### config.mk
export PLATFORM = sky130hd
export DESIGN_NAME = mips_wb_arbiter_flat
export DESIGN_NICKNAME = d
export VERILOG_FILES = /design/src/rtl/mips_wb_arbiter_pkg.sv /design/src/rtl/mips_wb_arbiter_if.sv /design/src/rtl/mips_wb_watchdog.sv /design/src/rtl/mips_wb_arbiter.sv /design/src/flat_wrapper.sv
export SDC_FILE = /design/constraint.sdc
export NUM_CORES = 1
export LEC_CHECK = 0
export ABC_AREA = 1
export ABC_CLOCK_PERIOD_IN_PS = 2900
export BUFFER_PORTS_ARGS = -buffer_cell sky130_fd_sc_hd__buf_2
export CAP_MARGIN = 10
export CORE_AREA = 10 10 100 102
export CTS_CLUSTER_SIZE = 14
export DETAILED_ROUTE_END_ITERATION = 8
export DIE_AREA = 0 0 110 112
export PLACE_DENSITY_LB_ADDON = 0.12
export RECOVER_POWER = 25
export SYNTH_ARGS = -nofsm -noshare
export SYNTH_HDL_FRONTEND = slang
export SYNTH_SLANG_ARGS = --single-unit
### constraint.sdc
create_clock -name clk -period 2.9 [get_ports clk]
set_input_delay 0.29 -clock clk [delete_from_list [all_inputs] [get_ports clk]]
set_output_delay 0.29 -clock clk [all_outputs]
set_load 0.01 [all_outputs]
### src/rtl/mips_wb_arbiter_pkg.sv
// Shared definitions for the MIPS Wishbone arbiter: FSM state and grant
// encodings, the default watchdog limit and the watchdog width helper.
package mips_wb_arbiter_pkg;

    localparam int TIMEOUT_DEFAULT = 255;

    // Grant encodings as seen on arb_grant_o.
    localparam logic [1:0] GNT_NONE = 2'b00;
    localparam logic [1:0] GNT_I    = 2'b01;
    localparam logic [1:0] GNT_D    = 2'b10;

    // State values are chosen equal to the grant encodings so the grant
    // output is the state register itself.
    typedef enum logic [1:0] {
        ST_IDLE  = 2'b00,
        ST_GNT_I = 2'b01,
        ST_GNT_D = 2'b10
    } state_t;

    // Watchdog counter width: wide enough to hold the limit, never below 8.
    function automatic int wdog_width(input int timeout);
        int w;
        w = $clog2(timeout + 1);
        return (w < 8) ? 8 : w;
    endfunction

endpackage

### src/rtl/mips_wb_arbiter_if.sv
// Bundle of the fetch port, data port and shared Wishbone bus signals.
// arb is the arbiter's view, master the CPU side, slave the shared bus slave.
interface mips_wb_arbiter_if;

    // Instruction-fetch port
    logic        i_cyc_i;
    logic        i_stb_i;
    logic [31:0] i_adr_i;
    logic [31:0] i_dat_o;
    logic        i_ack_o;
    logic        i_err_o;

    // Data port
    logic        d_cyc_i;
    logic        d_stb_i;
    logic        d_we_i;
    logic [3:0]  d_sel_i;
    logic [31:0] d_adr_i;
    logic [31:0] d_dat_i;
    logic [31:0] d_dat_o;
    logic        d_ack_o;
    logic        d_err_o;

    // Shared bus
    logic        wb_cyc_o;
    logic        wb_stb_o;
    logic        wb_we_o;
    logic [3:0]  wb_sel_o;
    logic [31:0] wb_adr_o;
    logic [31:0] wb_dat_o;
    logic [31:0] wb_dat_i;
    logic        wb_ack_i;
    logic        wb_err_i;

    logic [1:0]  arb_grant_o;

    modport arb (
        input  i_cyc_i, i_stb_i, i_adr_i,
        output i_dat_o, i_ack_o, i_err_o,
        input  d_cyc_i, d_stb_i, d_we_i, d_sel_i, d_adr_i, d_dat_i,
        output d_dat_o, d_ack_o, d_err_o,
        output wb_cyc_o, wb_stb_o, wb_we_o, wb_sel_o, wb_adr_o, wb_dat_o,
        input  wb_dat_i, wb_ack_i, wb_err_i,
        output arb_grant_o
    );

    modport master (
        output i_cyc_i, i_stb_i, i_adr_i,
        input  i_dat_o, i_ack_o, i_err_o,
        output d_cyc_i, d_stb_i, d_we_i, d_sel_i, d_adr_i, d_dat_i,
        input  d_dat_o, d_ack_o, d_err_o,
        input  arb_grant_o
    );

    modport slave (
        input  wb_cyc_o, wb_stb_o, wb_we_o, wb_sel_o, wb_adr_o, wb_dat_o,
        output wb_dat_i, wb_ack_i, wb_err_i
    );

endinterface

### src/rtl/mips_wb_watchdog.sv
// Strobe watchdog: counts consecutive cycles of an unanswered strobe and
// flags when the count reaches TIMEOUT. Any cycle without count_en clears it.
module mips_wb_watchdog
    import mips_wb_arbiter_pkg::*;
#(
    parameter int TIMEOUT = TIMEOUT_DEFAULT
) (
    input  logic clk,
    input  logic rst,
    input  logic count_en,
    output logic expired
);

    localparam int CNT_W = wdog_width(TIMEOUT);

    logic [CNT_W-1:0] cnt_reg;

    // Count waiting cycles; ack, err, strobe low or grant release restart from 0.
    always_ff @(posedge clk) begin
        if (rst) begin
            cnt_reg <= '0;
        end else if (count_en) begin
            cnt_reg <= cnt_reg + 1'b1;
        end else begin
            cnt_reg <= '0;
        end
    end

    assign expired = (cnt_reg == CNT_W'(TIMEOUT));

endmodule

### src/rtl/mips_wb_arbiter.sv
// Two-port (fetch/data) Wishbone arbiter onto a single shared bus.
// Grant is held until the owner drops cyc; hand-over needs no idle cycle.
// A strobe left unanswered for TIMEOUT cycles gets a one-cycle forced error.
module mips_wb_arbiter
    import mips_wb_arbiter_pkg::*;
#(
    parameter int TIMEOUT    = TIMEOUT_DEFAULT,
    parameter bit DATA_FIRST = 1'b1
) (
    input  logic               clk,
    input  logic               rst,
    mips_wb_arbiter_if.arb     bus
);

    state_t     state_reg;
    logic [1:0] last_grant_reg;

    logic gnt_cyc;
    logic gnt_stb;
    logic release_req;
    logic expired;
    logic timeout_hit;
    logic wb_stb;
    logic count_en;
    logic pick_data;

    // Request lines of whichever port currently owns the bus.
    always_comb begin
        gnt_cyc = 1'b0;
        gnt_stb = 1'b0;
        case (state_reg)
            ST_GNT_I: begin
                gnt_cyc = bus.i_cyc_i;
                gnt_stb = bus.i_stb_i;
            end
            ST_GNT_D: begin
                gnt_cyc = bus.d_cyc_i;
                gnt_stb = bus.d_stb_i;
            end
            default: ;
        endcase
    end

    // Owner dropping cyc ends the grant at the coming edge.
    assign release_req = (state_reg != ST_IDLE) && !gnt_cyc;

    // A slave ack or err in the expiry cycle wins over the forced error.
    assign timeout_hit = expired && gnt_stb && !bus.wb_ack_i && !bus.wb_err_i;

    assign count_en = wb_stb && !bus.wb_ack_i && !bus.wb_err_i && !release_req;

    // Simultaneous request tie-break: alternate, or DATA_FIRST before any grant.
    assign pick_data = (last_grant_reg == GNT_I) ||
                       ((last_grant_reg == GNT_NONE) && DATA_FIRST);

    mips_wb_watchdog #(
        .TIMEOUT (TIMEOUT)
    ) u_watchdog (
        .clk      (clk),
        .rst      (rst),
        .count_en (count_en),
        .expired  (expired)
    );

    // Arbitration FSM; the state doubles as the registered grant output.
    always_ff @(posedge clk) begin
        if (rst) begin
            state_reg      <= ST_IDLE;
            last_grant_reg <= GNT_NONE;
        end else begin
            case (state_reg)
                ST_IDLE: begin
                    if (bus.i_cyc_i && bus.d_cyc_i) begin
                        if (pick_data) begin
                            state_reg      <= ST_GNT_D;
                            last_grant_reg <= GNT_D;
                        end else begin
                            state_reg      <= ST_GNT_I;
                            last_grant_reg <= GNT_I;
                        end
                    end else if (bus.d_cyc_i) begin
                        state_reg      <= ST_GNT_D;
                        last_grant_reg <= GNT_D;
                    end else if (bus.i_cyc_i) begin
                        state_reg      <= ST_GNT_I;
                        last_grant_reg <= GNT_I;
                    end
                end
                ST_GNT_I: begin
                    if (!bus.i_cyc_i) begin
                        if (bus.d_cyc_i) begin
                            state_reg      <= ST_GNT_D;
                            last_grant_reg <= GNT_D;
                        end else begin
                            state_reg <= ST_IDLE;
                        end
                    end
                end
                ST_GNT_D: begin
                    if (!bus.d_cyc_i) begin
                        if (bus.i_cyc_i) begin
                            state_reg      <= ST_GNT_I;
                            last_grant_reg <= GNT_I;
                        end else begin
                            state_reg <= ST_IDLE;
                        end
                    end
                end
                default: state_reg <= ST_IDLE;
            endcase
        end
    end

    // Bus mux and response routing: only the owner sees ack/err.
    always_comb begin
        bus.wb_cyc_o = 1'b0;
        wb_stb       = 1'b0;
        bus.wb_we_o  = 1'b0;
        bus.wb_sel_o = 4'h0;
        bus.wb_adr_o = 32'h0;
        bus.wb_dat_o = 32'h0;
        bus.i_ack_o  = 1'b0;
        bus.i_err_o  = 1'b0;
        bus.d_ack_o  = 1'b0;
        bus.d_err_o  = 1'b0;
        case (state_reg)
            ST_GNT_I: begin
                bus.wb_cyc_o = bus.i_cyc_i;
                wb_stb       = bus.i_stb_i && !timeout_hit;
                bus.wb_sel_o = 4'hF;
                bus.wb_adr_o = bus.i_adr_i;
                bus.i_ack_o  = bus.wb_ack_i;
                bus.i_err_o  = bus.wb_err_i || timeout_hit;
            end
            ST_GNT_D: begin
                bus.wb_cyc_o = bus.d_cyc_i;
                wb_stb       = bus.d_stb_i && !timeout_hit;
                bus.wb_we_o  = bus.d_we_i;
                bus.wb_sel_o = bus.d_sel_i;
                bus.wb_adr_o = bus.d_adr_i;
                bus.wb_dat_o = bus.d_dat_i;
                bus.d_ack_o  = bus.wb_ack_i;
                bus.d_err_o  = bus.wb_err_i || timeout_hit;
            end
            default: ;
        endcase
    end

    assign bus.wb_stb_o    = wb_stb;
    assign bus.i_dat_o     = bus.wb_dat_i;
    assign bus.d_dat_o     = bus.wb_dat_i;
    assign bus.arb_grant_o = state_reg;

endmodule

### src/flat_wrapper.sv
// flat-port wrapper written by rule: the top's interface ports become plain ports
module mips_wb_arbiter_flat import mips_wb_arbiter_pkg::*;
#(
    parameter int TIMEOUT    = TIMEOUT_DEFAULT,
    parameter bit DATA_FIRST = 1'b1
)
  (clk, rst, bus_i_cyc_i, bus_i_stb_i, bus_i_adr_i, bus_i_dat_o, bus_i_ack_o, bus_i_err_o, bus_d_cyc_i, bus_d_stb_i, bus_d_we_i, bus_d_sel_i, bus_d_adr_i, bus_d_dat_i, bus_d_dat_o, bus_d_ack_o, bus_d_err_o, bus_wb_cyc_o, bus_wb_stb_o, bus_wb_we_o, bus_wb_sel_o, bus_wb_adr_o, bus_wb_dat_o, bus_wb_dat_i, bus_wb_ack_i, bus_wb_err_i, bus_arb_grant_o);
  mips_wb_arbiter_if bus_i ();
  input  logic clk;
  input  logic rst;
  input wire logic [$bits(bus_i.i_cyc_i)-1:0] bus_i_cyc_i;
  input wire logic [$bits(bus_i.i_stb_i)-1:0] bus_i_stb_i;
  input wire logic [$bits(bus_i.i_adr_i)-1:0] bus_i_adr_i;
  output wire logic [$bits(bus_i.i_dat_o)-1:0] bus_i_dat_o;
  output wire logic [$bits(bus_i.i_ack_o)-1:0] bus_i_ack_o;
  output wire logic [$bits(bus_i.i_err_o)-1:0] bus_i_err_o;
  input wire logic [$bits(bus_i.d_cyc_i)-1:0] bus_d_cyc_i;
  input wire logic [$bits(bus_i.d_stb_i)-1:0] bus_d_stb_i;
  input wire logic [$bits(bus_i.d_we_i)-1:0] bus_d_we_i;
  input wire logic [$bits(bus_i.d_sel_i)-1:0] bus_d_sel_i;
  input wire logic [$bits(bus_i.d_adr_i)-1:0] bus_d_adr_i;
  input wire logic [$bits(bus_i.d_dat_i)-1:0] bus_d_dat_i;
  output wire logic [$bits(bus_i.d_dat_o)-1:0] bus_d_dat_o;
  output wire logic [$bits(bus_i.d_ack_o)-1:0] bus_d_ack_o;
  output wire logic [$bits(bus_i.d_err_o)-1:0] bus_d_err_o;
  output wire logic [$bits(bus_i.wb_cyc_o)-1:0] bus_wb_cyc_o;
  output wire logic [$bits(bus_i.wb_stb_o)-1:0] bus_wb_stb_o;
  output wire logic [$bits(bus_i.wb_we_o)-1:0] bus_wb_we_o;
  output wire logic [$bits(bus_i.wb_sel_o)-1:0] bus_wb_sel_o;
  output wire logic [$bits(bus_i.wb_adr_o)-1:0] bus_wb_adr_o;
  output wire logic [$bits(bus_i.wb_dat_o)-1:0] bus_wb_dat_o;
  input wire logic [$bits(bus_i.wb_dat_i)-1:0] bus_wb_dat_i;
  input wire logic [$bits(bus_i.wb_ack_i)-1:0] bus_wb_ack_i;
  input wire logic [$bits(bus_i.wb_err_i)-1:0] bus_wb_err_i;
  output wire logic [$bits(bus_i.arb_grant_o)-1:0] bus_arb_grant_o;
  assign bus_i.i_cyc_i = bus_i_cyc_i;
  assign bus_i.i_stb_i = bus_i_stb_i;
  assign bus_i.i_adr_i = bus_i_adr_i;
  assign bus_i_dat_o = bus_i.i_dat_o;
  assign bus_i_ack_o = bus_i.i_ack_o;
  assign bus_i_err_o = bus_i.i_err_o;
  assign bus_i.d_cyc_i = bus_d_cyc_i;
  assign bus_i.d_stb_i = bus_d_stb_i;
  assign bus_i.d_we_i = bus_d_we_i;
  assign bus_i.d_sel_i = bus_d_sel_i;
  assign bus_i.d_adr_i = bus_d_adr_i;
  assign bus_i.d_dat_i = bus_d_dat_i;
  assign bus_d_dat_o = bus_i.d_dat_o;
  assign bus_d_ack_o = bus_i.d_ack_o;
  assign bus_d_err_o = bus_i.d_err_o;
  assign bus_wb_cyc_o = bus_i.wb_cyc_o;
  assign bus_wb_stb_o = bus_i.wb_stb_o;
  assign bus_wb_we_o = bus_i.wb_we_o;
  assign bus_wb_sel_o = bus_i.wb_sel_o;
  assign bus_wb_adr_o = bus_i.wb_adr_o;
  assign bus_wb_dat_o = bus_i.wb_dat_o;
  assign bus_i.wb_dat_i = bus_wb_dat_i;
  assign bus_i.wb_ack_i = bus_wb_ack_i;
  assign bus_i.wb_err_i = bus_wb_err_i;
  assign bus_arb_grant_o = bus_i.arb_grant_o;
  mips_wb_arbiter #(.TIMEOUT(TIMEOUT), .DATA_FIRST(DATA_FIRST)) u_core (.clk(clk), .rst(rst), .bus(bus_i));
endmodule
# Word-level counts from Yosys, hierarchy flattened

Cells that the tools add are included.

ROM bits: 0
Latch bits: 0
Output and inout bits: 141
Input bits: 141
Memories: 0
Memory bits (writable): 0
Logic and storage cells: 64
Flip-flop bits (word level): 12

Equality and inequality tests: 8
Multipliers: 0
Order comparisons: 0
Shift-type cells: 0
Add/sub/neg operators: 1
Reduce and logical (&&, ||, !) cells: 24
Divide/modulo/power cells: 0
Mux-type cells: 27
Bitwise logic cells: 1

Operator list:

| operator                                               | number |
|---|---|
| case mux 32 bit (2 select lines)                       | 1 |
| 2-to-1 mux 32 bit                                      | 1 |
| 2-to-1 mux 2 bit                                       | 13 |
| case mux 2 bit (3 select lines)                        | 2 |
| logical AND 1 bit                                      | 10 |
| adder 8 x 1 -> 8 bit (second input constant)           | 1 |
| equality test 8 bit (second input constant)            | 1 |
| case mux 4 bit (2 select lines)                        | 1 |
| 2-to-1 mux 1 bit                                       | 6 |
| inequality test 2 bit (second input constant)          | 3 |
| case mux 1 bit (2 select lines)                        | 3 |
| zero test 1 bit                                        | 5 |
| equality test 2 x 1 -> 1 bit (second input constant)   | 2 |
| zero test 2 bit                                        | 2 |
| inequality test 4 x 3 -> 1 bit (second input constant) | 1 |
| AND reduction 4 bit                                    | 1 |
| AND reduction 3 bit                                    | 1 |
| nonzero test 3 bit                                     | 1 |
| equality test 2 bit (second input constant)            | 1 |
| logical OR 1 bit                                       | 2 |
| nonzero test 2 bit                                     | 1 |
| OR reduction 2 bit                                     | 1 |
| NOT 1 bit                                              | 1 |

# Logic depth before layout (Yosys ltp)

Depth after elaboration: 13
Gate-level depth with buffers: 10
Depth with buffers taken out: 9

# Cells and area by module

A second synthesis with hierarchy kept.

Cells, all modules: 309
Area, all modules: 1983.2 µm²

Modules (own cells, without submodules):

| module           | instances | cells an instance | area an instance (µm²) | sequential area each (µm²) |
|---|---|---|---|---|
| mips_wb_arbiter  | 1         | 259               | 1632.8                 | 60.1 |
| mips_wb_watchdog | 1         | 50                | 350.3                  | 160.2 |

# Worst setup path after synthesis

No wires, ideal clock.

Kind: register -> output
Start: register u_core.state_reg[0], in the netlist u_core.bus.arb_grant_o[0]
End: output bus_wb_adr_o[10]
Arrival time: 1.369 ns
Buffers on the path: 1
Path slack: 1.241 ns
Required time: 2.610 ns
Cell stages (with the launch flop): 6
Cell sequence: dfxtp_1 -> inv_1 -> ha_1 -> inv_1 -> clkbuf_1 -> a21oi_1

Word-level cells in the longest chain between the ends: 2
Elaborated cells on any way between the ends: 3
Those cells by class: eq/ne: 2; mux: 1

Ends and longest elaborated chain:

| item                                                                       | line                   | source |
|---|---|---|
| start: declaration                                                         | mips_wb_arbiter.sv:15  | `state_t state_reg;` |
| start signal: assignment                                                   | mips_wb_arbiter.sv:68  | `state_reg <= ST_IDLE;` |
| start signal: assignment                                                   | mips_wb_arbiter.sv:75  | `state_reg <= ST_GNT_D;` |
| start signal: assignment                                                   | mips_wb_arbiter.sv:78  | `state_reg <= ST_GNT_I;` |
| equality test 2 bit / equality test 2 x 1 -> 1 bit (equally long branches) | mips_wb_arbiter.sv:126 | `case (state_reg)` |
| case mux 32 bit (2 select lines) (*)                                       | mips_wb_arbiter.sv:126 |  |
| end: declaration                                                           | flat_wrapper.sv:30     | `output wire logic [$bits(bus_i.wb_adr_o)-1:0] bus_wb_adr_o;` |

Every way passes the cells marked *; elsewhere a longest branch is shown, timed or not.

# Final worst setup path

Start: register u_core.state_reg[1], in the netlist u_core.bus.arb_grant_o[1]
End: output bus_wb_adr_o[3]

Same word-level chain as after synthesis.

==> impl_metrics.json <==
{
  "rows": 33,
  "gp_congestion": 0.941,
  "post_cts_buffers": 0,
  "syn_avg_cell_area_sq_um": 5.56,
  "whs_ps": 275,
  "multi_input_area_sq_mm": 0.00102,
  "endpoint_kind": "output pin",
  "worstRegToRegCells": 6,
  "ant_nets": 0,
  "nets": 620,
  "drtIter0Drc": 135,
  "yosysUniqueCellTypes": 23,
  "drive_above_1_share": 0.430,
  "core-area_sq_mm": 0.00805,
  "r2r-start": "u_core.bus.arb_grant_o[1]",
  "initial_core_util": 0.248,
  "synth_area_leader_cell": "buf_4",
  "seq_area_frac_synth": 0.110,
  "hold_violations": 0,
  "final-seq-area_sq_um": 220,
  "cp_data_required_time_ps": 2610,
  "synth_area_sq_mm": 0.00200,
  "area_growth_pct": 29.1,
  "p_int_mw": 0.580,
  "p_switching_mw": 0.662,
  "grt_max_degree": 56,
  "status": "finished, final reports clean",
  "io_buffer_count": 185,
  "drcViolationCount": 0,
  "worst_hold_path.num_cells": 2,
  "worst_pin_slew_ps": 565,
  "start_kind": "flop",
  "arrival_ps": 2300,
  "syn_nets": 507,
  "min_to": "u_core.bus.arb_grant_o[0]",
  "cts.repair.resized": 0,
  "synth-main-ff-cell": "dfxtp_1",
  "maxSlewViolCount": 0,
  "wl_mm": 8.98,
  "crit_fanout": 18,
  "place_ws_ps": 540,
  "largest_reg_flops": 8,
  "clock_sinks": 11,
  "die_x_microns": 110,
  "die_area_sq_mm": 0.0123,
  "power_frac_clock": 0.127,
  "n_antenna_cell": 0,
  "grt_usage": 0.130,
  "grt_pass1_wl_mm": 12.9,
  "hp-class": "input pin to flop",
  "synth-async-reset-ratio": 0,
  "synthTopCellsByCount": "nand2_1 (126), buf_4 (66), inv_1 (53)",
  "finClkSkew_ps": 1.99,
  "drtPass1Iterations": 4,
  "timing.rr.end": "u_core.u_watchdog.cnt_reg[7]",
  "antenna_found_initial": 0,
  "cts_tree": "yes",
  "yosys-top-cells-area": "buf_4 (25%), nand2_1 (24%), dfxtp_1 (11%)",
  "setup-tns-final_ps": 0,
  "peakVddDrop_mv": 0.330,
  "htree_levels": 1,
  "p_sw_frac": 0.533,
  "grt.overflow.total": 0,
  "worst_slack_ps": 314,
  "rsz0062_at_grt": "no",
  "clock.fmax_ghz": 0.387,
  "netlist_instances": 360,
  "post_drt_wl_per_cell_microns": 15.6,
  "numCtsBuffers": 3,
  "p_seq_frac": 0.147,
  "placed_cells": 573,
  "grt_pass1_vias": 2337,
  "reg2reg_slack_ps": 850,
  "period_needed_ps": 2590,
  "ys_seq_elements": 11,
  "pin_count": 282,
  "worstSetupPathType": "flop to output pin",
  "power_density_mw_per_mm2": 481,
  "finalSetupViolations": 0,
  "p_comb_frac": 0.726,
  "final_cell_count_no_fill": 577,
  "hp-start": "rst",
  "synth_top_area_frac": 0.248,
  "crit_start": "u_core.bus.arb_grant_o[1]",
  "timing.final.crit_share": 0.892,
  "p_leak_nw": 1.71,
  "yosysWarnings": 0,
  "vias": 2367,
  "synth.most_common_cell": "nand2_1",
  "die_h_microns": 112,
  "insertion_delay_ps": 240,
  "n_fill_cell": 945,
  "synth_enable_flop_cells": 0,
  "dp_hpwl_mm": 7.77,
  "cts_hold_buf": 0,
  "via_per_inst": 4.10,
  "cts_buffer_depth": 2,
  "fin_total_pwr_mw": 1.24,
  "relSlewSlack": 0.623,
  "maxCapViolations": 0,
  "path_clk_slew_ps": 50,
  "cts_root_buffer": "clkbuf_8"
}
[power groups by stage]
stage	Combinational [mW]	Sequential [mW]	Clock (mW)
after detailed placement	0.919	0.185	0
after global routing	1.01	0.184	0.172
after CTS	0.921	0.182	0.164
after floorplan	0.651	0.185	0
after global placement	0.922	0.184	0
final	0.901	0.182	0.158
[worst max path at each step]
stage	to	slack [ps]
4_1_cts	bus_wb_adr_o[3]	270
6_report	bus_wb_adr_o[3]	310
5_1_grt	bus_wb_adr_o[20]	80
3_5_place_dp	bus_wb_adr_o[3]	540
2_1_floorplan	bus_wb_adr_o[10]	1240
3_3_place_gp	bus_wb_adr_o[8]	610
[metal layers]
layer	vias to the layer above	routed length [microns]	GRT usage
met1	984	3000	0.126
li1	1232	-	-
met2	138	4750	0.248
met4	0	157	0.0321
met3	13	1070	0.0502
met5	-	0	0
[layout by cell type (no fill, tap or decap)]
cell and instances:
o21ai_2 1, nor2_2 1, nor3_2 1, clkbuf_8 3
clkinv_2 1, a21oi_1 37, nor2_1 14, inv_1 53
nand4_1 1, nand2_1 126, ha_2 1, dfxtp_1 11
buf_4 2, o21ai_0 1, nand2_2 2, buf_2 185
inv_2 1, nand3_1 15, a21oi_4 1, nand2_4 2
xor2_1 4, nand3_4 1, buf_12 1, ha_1 5
xnor2_1 2
[area by class of cell]
class                   count  area share
clock buffers               3      0.0160
flip-flops and latches     11      0.0853
multi-input cells         215       0.395
inverters                  54      0.0785
well taps                 105      0.0509
repair buffers            188       0.372
clock inverters             1     0.00194
[critical path, cell delays in order, from the launching register on]
cell and delay, ps:
dfxtp_1 430, inv_1 90, ha_1 530, inv_1 370
buf_4 310, a21oi_1 160, buf_2 160
[through the flow]
stage / utilization / cell area, sq um
after floorplan: - / 2000
after global placement: 0.315 / 2540
after detailed placement: 0.315 / 2540
after CTS: 0.321 / 2580
after global routing: 0.321 / 2580
final: 0.321 / 2580
[logic make-up after synthesis]
group / Yosys count / share of synthesized area
buf+inv: 134 / 0.381
fa+ha+maj: 6 / 0.0375
compound gates: 40 / 0.108
simple gates: 163 / 0.338
xor+xnor: 6 / 0.0263
flops: 11 / 0.110
No activity file was read; power rests on OpenSTA's default activity.
